===== src/rtl/nn_pkg.sv =====
// Shared types, constants and fp16 helpers for the neuron layer sequencer.
package nn_pkg;

  localparam int FP16_W = 16;
  // Signed fixed-point accumulator with 24 fraction bits (LSB = 2^-24, the fp16 subnormal step).
  localparam int ACC_W  = 50;

  typedef enum logic [1:0] {
    IDLE  = 2'd0,
    RUN   = 2'd1,
    DRAIN = 2'd2,
    DONE  = 2'd3
  } state_t;

  localparam logic [FP16_W-1:0] ZERO = 16'h0000;
  localparam logic [FP16_W-1:0] SIX  = 16'h4600;
  localparam logic [FP16_W-1:0] ONE  = 16'h3C00;
  localparam logic signed [ACC_W-1:0] SIX_FIX = 50'sd100663296;  // 6.0 * 2^24

  // Exact product of two fp16 values in accumulator units. Tiny products are
  // truncated, and products too large to matter after the clip saturate.
  // Inf/NaN encodings are treated as ordinary large numbers.
  function automatic logic signed [ACC_W-1:0] fp16_mul_fix(input logic [FP16_W-1:0] a,
                                                          input logic [FP16_W-1:0] b);
    logic [4:0]       ea, eb;
    logic [10:0]      ma, mb;
    logic [21:0]      mp;
    logic [ACC_W-1:0] mag;
    int               s;
    ea  = (a[14:10] == 5'd0) ? 5'd1 : a[14:10];
    eb  = (b[14:10] == 5'd0) ? 5'd1 : b[14:10];
    ma  = {|a[14:10], a[9:0]};
    mb  = {|b[14:10], b[9:0]};
    mp  = 22'(ma) * 22'(mb);
    s   = int'(ea) + int'(eb) - 26;
    if (s > 21) begin
      mag = ACC_W'({44{1'b1}});
    end else if (s >= 0) begin
      mag = ACC_W'(mp) << s;
    end else begin
      mag = ACC_W'(mp >> (-s));
    end
    return (a[15] ^ b[15]) ? -$signed(mag) : $signed(mag);
  endfunction

  // ReLU6 of an accumulator value, converted to fp16 with truncation.
  function automatic logic [FP16_W-1:0] fix_to_relu6(input logic signed [ACC_W-1:0] acc);
    logic [FP16_W-1:0] res;
    logic [26:0]       v;
    int                p;
    v = acc[26:0];
    p = 0;
    for (int i = 0; i < 27; i++) begin
      if (v[i]) p = i;
    end
    if (acc <= $signed({ACC_W{1'b0}})) begin
      res = ZERO;
    end else if (acc >= SIX_FIX) begin
      res = SIX;
    end else if (p < 10) begin
      res = {6'd0, v[9:0]};
    end else begin
      res = {1'b0, 5'(p - 9), 10'(v >> (p - 10))};
    end
    return res;
  endfunction

endpackage


===== src/rtl/neuron_layer_sequencer_if.sv =====
// Activation input, weight-memory and result signals of the layer sequencer.
interface neuron_layer_sequencer_if #(
  parameter int N  = 4,
  parameter int M  = 8,
  parameter int AW = 8
) ();
  logic                         in_valid;
  logic                         in_ready;
  logic [nn_pkg::FP16_W*N-1:0]  in_vec;
  logic [AW-1:0]                cfg_base;
  logic                         w_rd_en;
  logic [AW-1:0]                w_addr;
  logic [nn_pkg::FP16_W*N-1:0]  w_data;
  logic [nn_pkg::FP16_W-1:0]    b_data;
  logic                         out_valid;
  logic                         out_ready;
  logic [nn_pkg::FP16_W*M-1:0]  out_vec;
  logic                         busy;

  modport slave (
    input  in_valid, in_vec, cfg_base, w_data, b_data, out_ready,
    output in_ready, w_rd_en, w_addr, out_valid, out_vec, busy
  );

  modport master (
    output in_valid, in_vec, cfg_base, w_data, b_data, out_ready,
    input  in_ready, w_rd_en, w_addr, out_valid, out_vec, busy
  );
endinterface


===== src/rtl/neuron.sv =====
// Combinational N-input fp16 dot product plus bias, followed by ReLU6.
module neuron
  import nn_pkg::*;
#(
  parameter int N = 4
) (
  input  logic [FP16_W*N-1:0] i_x,
  input  logic [FP16_W*N-1:0] i_w,
  input  logic [FP16_W-1:0]   i_b,
  output logic [FP16_W-1:0]   o_y
);

  logic signed [ACC_W-1:0] w_acc;

  // Accumulate bias and all element products in exact fixed point.
  always_comb begin
    w_acc = fp16_mul_fix(i_b, ONE);
    for (int i = 0; i < N; i++) begin
      w_acc = w_acc + fp16_mul_fix(i_x[FP16_W*i +: FP16_W], i_w[FP16_W*i +: FP16_W]);
    end
  end

  assign o_y = fix_to_relu6(w_acc);

endmodule


===== src/rtl/neuron_layer_sequencer.sv =====
// Time-multiplexes one neuron over the M outputs of a fully connected layer.
module neuron_layer_sequencer
  import nn_pkg::*;
#(
  parameter int N  = 4,
  parameter int M  = 8,
  parameter int AW = 8
) (
  input  logic                     clk,
  input  logic                     rst,
  neuron_layer_sequencer_if.slave  bus
);

  localparam int IW = (M > 1) ? $clog2(M) : 1;
  localparam logic [IW-1:0] LAST_IDX = IW'(M - 1);

  state_t              r_state;
  state_t              w_state_nxt;
  logic [FP16_W*N-1:0] r_act;
  logic [AW-1:0]       r_base;
  logic [AW-1:0]       r_addr;
  logic                r_rd_en;
  logic [IW-1:0]       r_k;
  logic                r_rd_vld;
  logic [IW-1:0]       r_rd_idx;
  logic [FP16_W*N-1:0] r_op_w;
  logic [FP16_W-1:0]   r_op_b;
  logic                r_op_vld;
  logic [IW-1:0]       r_op_idx;
  logic [FP16_W*M-1:0] r_out_vec;
  logic                r_out_valid;
  logic [FP16_W-1:0]   w_nrn_y;
  logic                w_accept;
  logic                w_last_issue;
  logic                w_last_capture;

  assign w_accept       = (r_state == IDLE) && bus.in_valid;
  assign w_last_issue   = (r_state == RUN) && (r_k == LAST_IDX);
  assign w_last_capture = r_op_vld && (r_op_idx == LAST_IDX);

  // State register.
  always_ff @(posedge clk or posedge rst) begin
    if (rst) r_state <= IDLE;
    else     r_state <= w_state_nxt;
  end

  // Next-state decode.
  always_comb begin
    w_state_nxt = r_state;
    case (r_state)
      IDLE:    if (bus.in_valid)   w_state_nxt = RUN;   else w_state_nxt = IDLE;
      RUN:     if (w_last_issue)   w_state_nxt = DRAIN; else w_state_nxt = RUN;
      DRAIN:   if (w_last_capture) w_state_nxt = DONE;  else w_state_nxt = DRAIN;
      DONE:    if (bus.out_ready)  w_state_nxt = IDLE;  else w_state_nxt = DONE;
      default: w_state_nxt = IDLE;
    endcase
  end

  // Job latch and read issue: one row address per RUN cycle.
  always_ff @(posedge clk or posedge rst) begin
    if (rst) begin
      r_rd_en <= 1'b0;
      r_addr  <= '0;
      r_base  <= '0;
      r_act   <= '0;
      r_k     <= '0;
    end else if (w_accept) begin
      r_rd_en <= 1'b1;
      r_addr  <= bus.cfg_base;
      r_base  <= bus.cfg_base;
      r_act   <= bus.in_vec;
      r_k     <= '0;
    end else if (r_state == RUN) begin
      if (w_last_issue) begin
        r_rd_en <= 1'b0;
      end else begin
        r_k    <= r_k + IW'(1);
        r_addr <= r_base + AW'(r_k) + AW'(1);
      end
    end else begin
      r_rd_en <= 1'b0;
    end
  end

  // Read-return tracking and operand registers for the neuron.
  always_ff @(posedge clk or posedge rst) begin
    if (rst) begin
      r_rd_vld <= 1'b0;
      r_rd_idx <= '0;
      r_op_vld <= 1'b0;
      r_op_idx <= '0;
      r_op_w   <= '0;
      r_op_b   <= '0;
    end else begin
      r_rd_vld <= r_rd_en;
      r_rd_idx <= r_k;
      r_op_vld <= r_rd_vld;
      if (r_rd_vld) begin
        r_op_w   <= bus.w_data;
        r_op_b   <= bus.b_data;
        r_op_idx <= r_rd_idx;
      end
    end
  end

  neuron #(.N(N)) u_neuron (
    .i_x (r_act),
    .i_w (r_op_w),
    .i_b (r_op_b),
    .o_y (w_nrn_y)
  );

  // Result capture into the output slot and result-valid flag.
  always_ff @(posedge clk or posedge rst) begin
    if (rst) begin
      r_out_vec   <= '0;
      r_out_valid <= 1'b0;
    end else begin
      if (r_op_vld) begin
        r_out_vec[FP16_W*r_op_idx +: FP16_W] <= w_nrn_y;
      end
      if (w_last_capture) begin
        r_out_valid <= 1'b1;
      end else if ((r_state == DONE) && bus.out_ready) begin
        r_out_valid <= 1'b0;
      end
    end
  end

  assign bus.in_ready  = (r_state == IDLE);
  assign bus.busy      = (r_state != IDLE);
  assign bus.w_rd_en   = r_rd_en;
  assign bus.w_addr    = r_addr;
  assign bus.out_valid = r_out_valid;
  assign bus.out_vec   = r_out_vec;

endmodule


===== src/flat_wrapper.sv =====
// flat-port wrapper written by rule: the top's interface ports become plain ports
module neuron_layer_sequencer_flat import nn_pkg::*;
#(
  parameter int N  = 4,
  parameter int M  = 8,
  parameter int AW = 8
)
  (clk, rst, bus_in_valid, bus_in_vec, bus_cfg_base, bus_w_data, bus_b_data, bus_out_ready, bus_in_ready, bus_w_rd_en, bus_w_addr, bus_out_valid, bus_out_vec, bus_busy);
  neuron_layer_sequencer_if #(.N(N), .M(M), .AW(AW)) bus_i ();
  input  logic clk;
  input  logic rst;
  input wire logic [$bits(bus_i.in_valid)-1:0] bus_in_valid;
  input wire logic [$bits(bus_i.in_vec)-1:0] bus_in_vec;
  input wire logic [$bits(bus_i.cfg_base)-1:0] bus_cfg_base;
  input wire logic [$bits(bus_i.w_data)-1:0] bus_w_data;
  input wire logic [$bits(bus_i.b_data)-1:0] bus_b_data;
  input wire logic [$bits(bus_i.out_ready)-1:0] bus_out_ready;
  output wire logic [$bits(bus_i.in_ready)-1:0] bus_in_ready;
  output wire logic [$bits(bus_i.w_rd_en)-1:0] bus_w_rd_en;
  output wire logic [$bits(bus_i.w_addr)-1:0] bus_w_addr;
  output wire logic [$bits(bus_i.out_valid)-1:0] bus_out_valid;
  output wire logic [$bits(bus_i.out_vec)-1:0] bus_out_vec;
  output wire logic [$bits(bus_i.busy)-1:0] bus_busy;
  assign bus_i.in_valid = bus_in_valid;
  assign bus_i.in_vec = bus_in_vec;
  assign bus_i.cfg_base = bus_cfg_base;
  assign bus_i.w_data = bus_w_data;
  assign bus_i.b_data = bus_b_data;
  assign bus_i.out_ready = bus_out_ready;
  assign bus_in_ready = bus_i.in_ready;
  assign bus_w_rd_en = bus_i.w_rd_en;
  assign bus_w_addr = bus_i.w_addr;
  assign bus_out_valid = bus_i.out_valid;
  assign bus_out_vec = bus_i.out_vec;
  assign bus_busy = bus_i.busy;
  neuron_layer_sequencer #(.N(N), .M(M), .AW(AW)) u_core (.clk(clk), .rst(rst), .bus(bus_i));
endmodule

===== config.mk =====
export PLATFORM = sky130hd
export DESIGN_NAME = neuron_layer_sequencer_flat
export DESIGN_NICKNAME = d
export VERILOG_FILES = /design/src/rtl/nn_pkg.sv /design/src/rtl/neuron_layer_sequencer_if.sv /design/src/rtl/neuron.sv /design/src/rtl/neuron_layer_sequencer.sv /design/src/flat_wrapper.sv
export SDC_FILE = /design/constraint.sdc
export NUM_CORES = 2
export LEC_CHECK = 0
export ABC_CLOCK_PERIOD_IN_PS = 17250
export CORE_MARGIN = 4
export CORE_UTILIZATION = 45
export CTS_BUF_LIST = sky130_fd_sc_hd__clkbuf_4
export DETAILED_ROUTE_END_ITERATION = 16
export PLACE_DENSITY_LB_ADDON = 0.25
export SLEW_MARGIN = 20
export SYNTH_ARGS = -nofsm -noshare
export SYNTH_HDL_FRONTEND = slang
export SYNTH_SLANG_ARGS = --single-unit

===== constraint.sdc =====
create_clock -name clk -period 17.25 [get_ports clk]
set_clock_uncertainty 0.1 [all_clocks]
set_input_delay 5.175 -clock clk [delete_from_list [all_inputs] [get_ports clk]]
set_output_delay 5.175 -clock clk [all_outputs]
set_load 0.01 [all_outputs]

# [Yosys cells after proc, flatten, opt, wreduce, memory -nomap -nowiden]
# Index checks and enable logic that the tools add are counted.
[word_totals] ram_bits=0 elab_cells=182 in_bits=156 latchBits=0 mem_count=0 out_inout_bits=140 romBits=0 reg_bits=303
[op_classes] n_lt_le_gt_ge=13 multipliers=4 div=0 n_shift=13 n_reduce_logical=27 n_eq_ne=7 n_mux=70 addsub=30 n_bitwise=4
[op_table] cell="$mux W32" n=25
[op_table] cell="$mux W50" n=15
[op_table] cell="$neg A50 Y50" n=5
[op_table] cell="$add A50 B50 Y50" n=4
[op_table] cell="$shl A22 B32 Y50" n=4
[op_table] cell="$shr A22 B32 Y50" n=4
[op_table] cell="$neg A7 Y32" n=5
[op_table] cell="$bwmux W128" n=1
[op_table] cell="$shift A16 B34 Y128 const A" n=1
[op_table] cell="$shiftx A16 B34 Y128" n=1
[op_table] cell="$mul A11 B11 Y22" n=4
[op_table] cell="$ge A50 B28 Y1 const B" n=1
[op_table] cell="$le A50 B1 Y1 const B" n=1
[op_table] cell="$shl A21 B32 Y50" n=1
[op_table] cell="$shr A21 B32 Y50" n=1
[op_table] cell="$logic_not A5 Y1" n=9
[op_table] cell="$mux W15" n=3
[op_table] cell="$mux W5" n=9
[op_table] cell="$reduce_or A5 Y1" n=9
[op_table] cell="$ge A7 B1 Y1 const B" n=5
[op_table] cell="$gt A7 B6 Y1 const B" n=5
[op_table] cell="$sub A6 B5 Y7 const B" n=5
[op_table] cell="$neg A7 Y34" n=1
[op_table] cell="$lt A32 B5 Y1 const B" n=1
[op_table] cell="23 further kinds" n=48

# [Longest topological paths before layout]
[logic_depth] depth_word=47 mapped_depth=65 depth_no_buf=55

# [Modules after synthesis]
# From an unflattened synthesis, not the netlist that was laid out.
[unflattened] cells_unflattened=8757 hier_area_um2=67063.1
[by_module_without_submodules] mod="neuron" cells_per_inst=7818 instances=1 seq_area_each_um2=0.0 area_each_um2=55046.5
[by_module_without_submodules] mod="neuron_layer_sequencer" cells_per_inst=939 instances=1 seq_area_each_um2=7582.3 area_each_um2=12016.5

# [Worst setup path after synthesis]
# OpenSTA, ideal clock, no wires.
[synth_path] path_kind="flip-flop to flip-flop" startpoint="reg u_core.r_op_w[11]" endpoint="reg u_core.r_out_vec[81], in the netlist u_core.bus.out_vec[81]" arrival_ns=15.797 synth_period_minus_slack_ns=15.993 path_stages_with_launch=59 path_slack_ns=1.257 t_required_ns=17.054 n_path_buf=6 setup_time_ns=0.096 cell_sequence="dfrtp_1 -> or4_1 -> nor2_1 -> nor2b_1 -> fa_1 -> inv_1 -> fa_1 -> fa_1 -> fa_1 -> fa_1 -> inv_1 -> ha_1 -> a211oi_1 -> o21bai_1 -> a2111oi_0 -> a21oi_1 -> xor2_1 -> clkbuf_1 -> [23 not listed] -> inv_1 -> ha_1 -> clkbuf_1 -> a41oi_1 -> or2_2 -> clkbuf_1 -> ha_1 -> clkbuf_1 -> nand2_1 -> or2_2 -> clkbuf_1 -> nor2_1 -> a22o_1 -> a2111oi_0 -> o41a_1 -> nor2_1 -> mux2i_2 -> o31ai_1"
[synth_between] elab_chain_len=47 elab_cells_between_ends=56 cone_classes="add/sub (10); mul (1); order compare (5); shift (4); mux (34); reduce/logical (2)"
[synth_lines] item="start: declaration" line_no="neuron_layer_sequencer.sv:26" text="logic [FP16_W*N-1:0] r_op_w;"
[synth_lines] item="start signal: assignment" line_no="neuron_layer_sequencer.sv:99" text="r_op_w <= bus.w_data;"
[synth_lines] item="$logic_not A5 Y1" line_no="nn_pkg.sv:31" text="eb = (b[14:10] == 5'd0) ? 5'd1 : b[14:10];"
[synth_lines] item="$mux W5" line_no="nn_pkg.sv:31"
[synth_lines] item="$add A5 B5 Y6" line_no="nn_pkg.sv:35" text="s = int'(ea) + int'(eb) - 26;"
[synth_lines] item="$sub A6 B5 Y7" line_no="nn_pkg.sv:35"
[synth_lines] item="$neg A7 Y32" line_no="nn_pkg.sv:41" text="mag = ACC_W'(mp >> (-s));"
[synth_lines] item="$shr A22 B32 Y50" line_no="nn_pkg.sv:41"
[synth_lines] item="$mux W50" line_no="nn_pkg.sv:38" text="end else if (s >= 0) begin"
[synth_lines] item="$mux W50 (*)" line_no="nn_pkg.sv:36" text="if (s > 21) begin"
[synth_lines] item="[7 not listed]"
[synth_lines] item="$mux W32 (25 in series)" line_no="nn_pkg.sv:54" text="if (v[i]) p = i;"
[synth_lines] item="$sub A32 B5 Y32" line_no="nn_pkg.sv:63" text="res = {1'b0, 5'(p - 9), 10'(v >> (p - 10))};"
[synth_lines] item="$shr A27 B32 Y10" line_no="nn_pkg.sv:63"
[synth_lines] item="$mux W15" line_no="nn_pkg.sv:60" text="end else if (p < 10) begin"
[synth_lines] item="$mux W15" line_no="nn_pkg.sv:58" text="end else if (acc >= SIX_FIX) begin"
[synth_lines] item="$mux W15 (*)" line_no="nn_pkg.sv:56" text="if (acc <= $signed({ACC_W{1'b0}})) begin"
[synth_lines] item="$shiftx A16 B34 Y128 (*)" line_no="neuron_layer_sequencer.sv:120" text="r_out_vec[FP16_W*r_op_idx +: FP16_W] <= w_nrn_y;"
[synth_lines] item="$bwmux W128 (*)" line_no="neuron_layer_sequencer.sv:120"
[synth_lines] item="end signal: indexed assignment" line_no="neuron_layer_sequencer.sv:120"
[synth_lines] item="end: declaration" line_no="neuron_layer_sequencer.sv:30" text="logic [FP16_W*M-1:0] r_out_vec;"
# Mark *: on every way between the ends. The rest lies on a longest branch, timed or not.
# A chain may end at the register's enable or synchronous reset.

# [Final worst setup path]
[layout_path] startpoint="reg u_core.r_op_w[11]" endpoint="reg u_core.r_out_vec[49], in the netlist u_core.bus.out_vec[49]"
# Same word-level chain as after synthesis.

==> summary.md <==
| Metric | Value |
|---|---|
| Status | `complete, no violations` |
| Number of buffers created by CTS | `86` |
| Core Region | `144200 um^2` |
| Final hold viol count | `0` |
| Number of clock sinks | `between 200 and 300` |
| Slowest stage delay, CP | `about 620 ps` |
| Critical path's slowest cell | `a2111oi_2` |
| Iter 0 DRT Violations | `around 8600` |
| Final nets | `slightly below 10000` |
| Crit Path Max Fanout | `12` |
| Number of global-route vias before repair | `approximately 68000` |
| Crit path kind | `reg2reg` |
| Reg2reg setup slack | `slightly below 700 ps` |
| Area grow syn2layout | `9.924%` |
| Min Tclk post-route | `16560 ps` |
| Hold buffers post-CTS | `0` |
| DRC violations left | `0` |
| Die Area | `~150000 um^2` |
| Final Setup Violations | `0` |
| Post-synth ARST share | `100.0%` |
| Type of the worst min-delay path | `reg2reg` |
| Die Y | `slightly below 400 um` |
| Final wirelength | `~270 mm` |
| Top Ports | `approximately 300` |
| Pins over their slew limit | `0` |
| Syn_area_per_cell | `between 7 and 8 um^2` |
| ANT nets after route | `0` |
| Final core area utilization | `50.03%` |
| CP most frequent cell | `fa_1` |
| Post-synthesis sequential area ratio | `11.25%` |
| Clock Latency Late Sink | `between 1000 and 1500 ps` |
| CTS tree | `done` |
| Worst R2R End | `u_core.bus.out_vec[49]` |
| Cells after Synth | `just under 9000` |
| Die Width | `~390 um` |
| Max Buffers Root-to-Sink | `3` |
| Relative slew slack | `a little over an eighth` |
| H-tree levels | `3` |
| Hold path cells | `0` |
| Yosys top cell area share | `~14%` |
| Hold path start | `u_core.bus.w_rd_en` |
| Site Rows | `~140` |
| WHS Endpoint | `u_core.r_rd_vld` |
| Post-DP HPWL | `219.0 mm` |
| Mapped Area | `65620 um^2` |
| Required time worst endpoint | `18060 ps` |
| Post-Route Setup TNS | `0 ps` |
| Primary FF master, synth | `dfrtp_1` |
| Total number of vias | `70660` |
| MaxCap Viol Count | `0` |
| Reg clk slew, reported paths | `70 ps` |
| R2R cell count | `54` |
| GR Overflow Total | `0` |
| Antenna violations before repair | `5` |
| Post-synth EDFFs | `0` |
| Synth top area cells | `fa_1, dfrtp_1, ha_1` |
| Drt via density | `~6.5` |
| Setup crit end kind | `flip-flop` |
| Routability congestion estimate | `between 1 and 1.5` |
| CTS Root Cell | `clkbuf_4` |
| Seq cells post-synth | `between 200 and 300` |
| First-pass GRT wire length | `419.4 mm` |
| Most instantiated cells after synthesis | `nand2_1, inv_1, nor2_1` |
| Reg-to-reg startpoint | `u_core.r_op_w[11]` |
| Worst slew pin tran | `between 1000 and 1500 ps` |
| Synth unique cells | `111` |
| Layout cells sized above 1 | `under 10%` |
| Pre-antenna DRT Iters | `12` |
| Total GRT Usage | `35.00%` |
| Yosys warns | `0` |
| Multi-input gate area | `around 54000 um^2` |
| Cell taking the most area after synthesis | `fa_1` |
| Period utilization | `approximately 96%` |
| Max Fclk | `between 60 and 70 MHz` |
| WP data arrival | `approximately 17000 ps` |
| Initial Utilization | `a little under half` |
| Most instantiated library cell after synthesis | `nand2_1` |
| DR WL/cell | `25.41 um` |
| IO buf count | `approximately 290` |
| CP Launch Type | `flip-flop` |
| Register cell area after layout | `7386 um^2` |
| Fillers | `14320` |
| Largest net degree at the start of global routing | `between 100 and 150` |
-- registers in the layout, indices dropped and copies added (netlist names), 3 cells and up --
register            cells
u_core.bus.out_vec    120
u_core.r_act           64
u_core.r_op_w          64
u_core.r_op_b          16
u_core.bus.w_addr       8
u_core.r_base           8
u_core.r_k              3
u_core.r_op_idx         3
u_core.r_rd_idx         3
-- metal layers --
metal,up-vias,track usage (%),wire [um]
li1,31670,-,-
met1,34320,46.90,113000
met2,3898,56.29,123400
met3,767,6.197,24960
met4,4,13.57,12900
met5,-,0,27
-- layout make-up --
type / count / area share, %
multi-input cells: 7211 / 74.78
flip-flops and latches: 295 / 10.24
repair buffers: 532 / 6.529
inverters: 700 / 3.653
well taps: 1903 / 3.301
clock buffers: 120 / 1.249
clock inverters: 28 / 0.2307
diodes: 5 / 0.01735
-- worst max path at each step --
stage	start	endpoint	slack, ps	depth (start not counted)
6_report	u_core.r_op_w[11]	u_core.bus.out_vec[49]	690	54
3_5_place_dp	u_core.r_op_w[26]	u_core.bus.out_vec[68]	250	51
3_3_place_gp	u_core.r_op_w[11]	u_core.bus.out_vec[107]	410	47
5_1_grt	u_core.r_op_w[11]	u_core.bus.out_vec[49]	-70	54
2_1_floorplan	u_core.r_op_w[11]	u_core.bus.out_vec[81]	1260	58
4_1_cts	u_core.r_op_w[26]	u_core.bus.out_vec[52]	110	51
-- repair_timing --
item	CTS	global route
setup buffers	0	3
gates resized for setup	0	43
setup endpoints to repair	0	120
-- critical path: cells and delay by family (launching register included) --
family	cells	cell delay, ps
compound gates	13	3660
xor+xnor	1	280
fa+ha+maj	12	5600
buf+inv	7	920
flops	1	370
mux	1	110
simple gates	20	5400
-- layout by cell type, fill, tap and decap left out, types with 85 or more instances in the layout --
cell / netlist / layout
nand2_1: 1040 / 1039
mux2_2: 95 / 95
xor2_1: 143 / 137
nor3_1: 203 / 201
a21o_1: 85 / 85
nand4_1: 90 / 90
buf_4: 10 / 244
fa_1: 475 / 475
nor2_1: 669 / 668
o31ai_1: 125 / 120
a31oi_1: 105 / 104
o21ai_0: 438 / 435
xnor2_1: 210 / 201
a211oi_1: 149 / 140
ha_1: 395 / 392
clkbuf_4: 0 / 120
a21oi_1: 443 / 441
dfrtp_1: 295 / 294
and2_1: 411 / 411
nor2b_1: 121 / 121
nand3_1: 235 / 235
o211ai_1: 116 / 116
inv_1: 688 / 687
clkdlybuf4s50_1: 0 / 287
-- metrics by stage --
| step | hold WS (ps) | instance area [um^2] | setup slack (ps) | cells |
|---|---|---|---|---|
| floorplan | 304.6 | 65650 | 1257 | 8752 |
| global placement | 294.6 | 70790 | 405.4 | 10640 |
| detailed placement | 298.5 | 70790 | 246.5 | 10640 |
| CTS | 315.7 | 71860 | 111.3 | 10790 |
| global route | 336.6 | 72130 | -65.68 | 10790 |
| finish | 319.7 | 72130 | 690.9 | 10790 |
-- cells by family (layout without fill, tap and decap cells) --
group | after synthesis | count (layout) | synth area share, %
compound gates | 2457 | 2457 | 25.85
xor+xnor | 357 | 357 | 4.832
fa+ha+maj | 870 | 870 | 22.02
buf+inv | 1246 | 1380 | 7.253
flops | 295 | 295 | 11.25
mux | 207 | 207 | 3.901
other cells | 1 | 13 | 0.005715
simple gates | 3312 | 3312 | 24.89
Power is not shown: default switching activity piles up to over one toggle a cycle in this logic, so the estimate is an artifact.
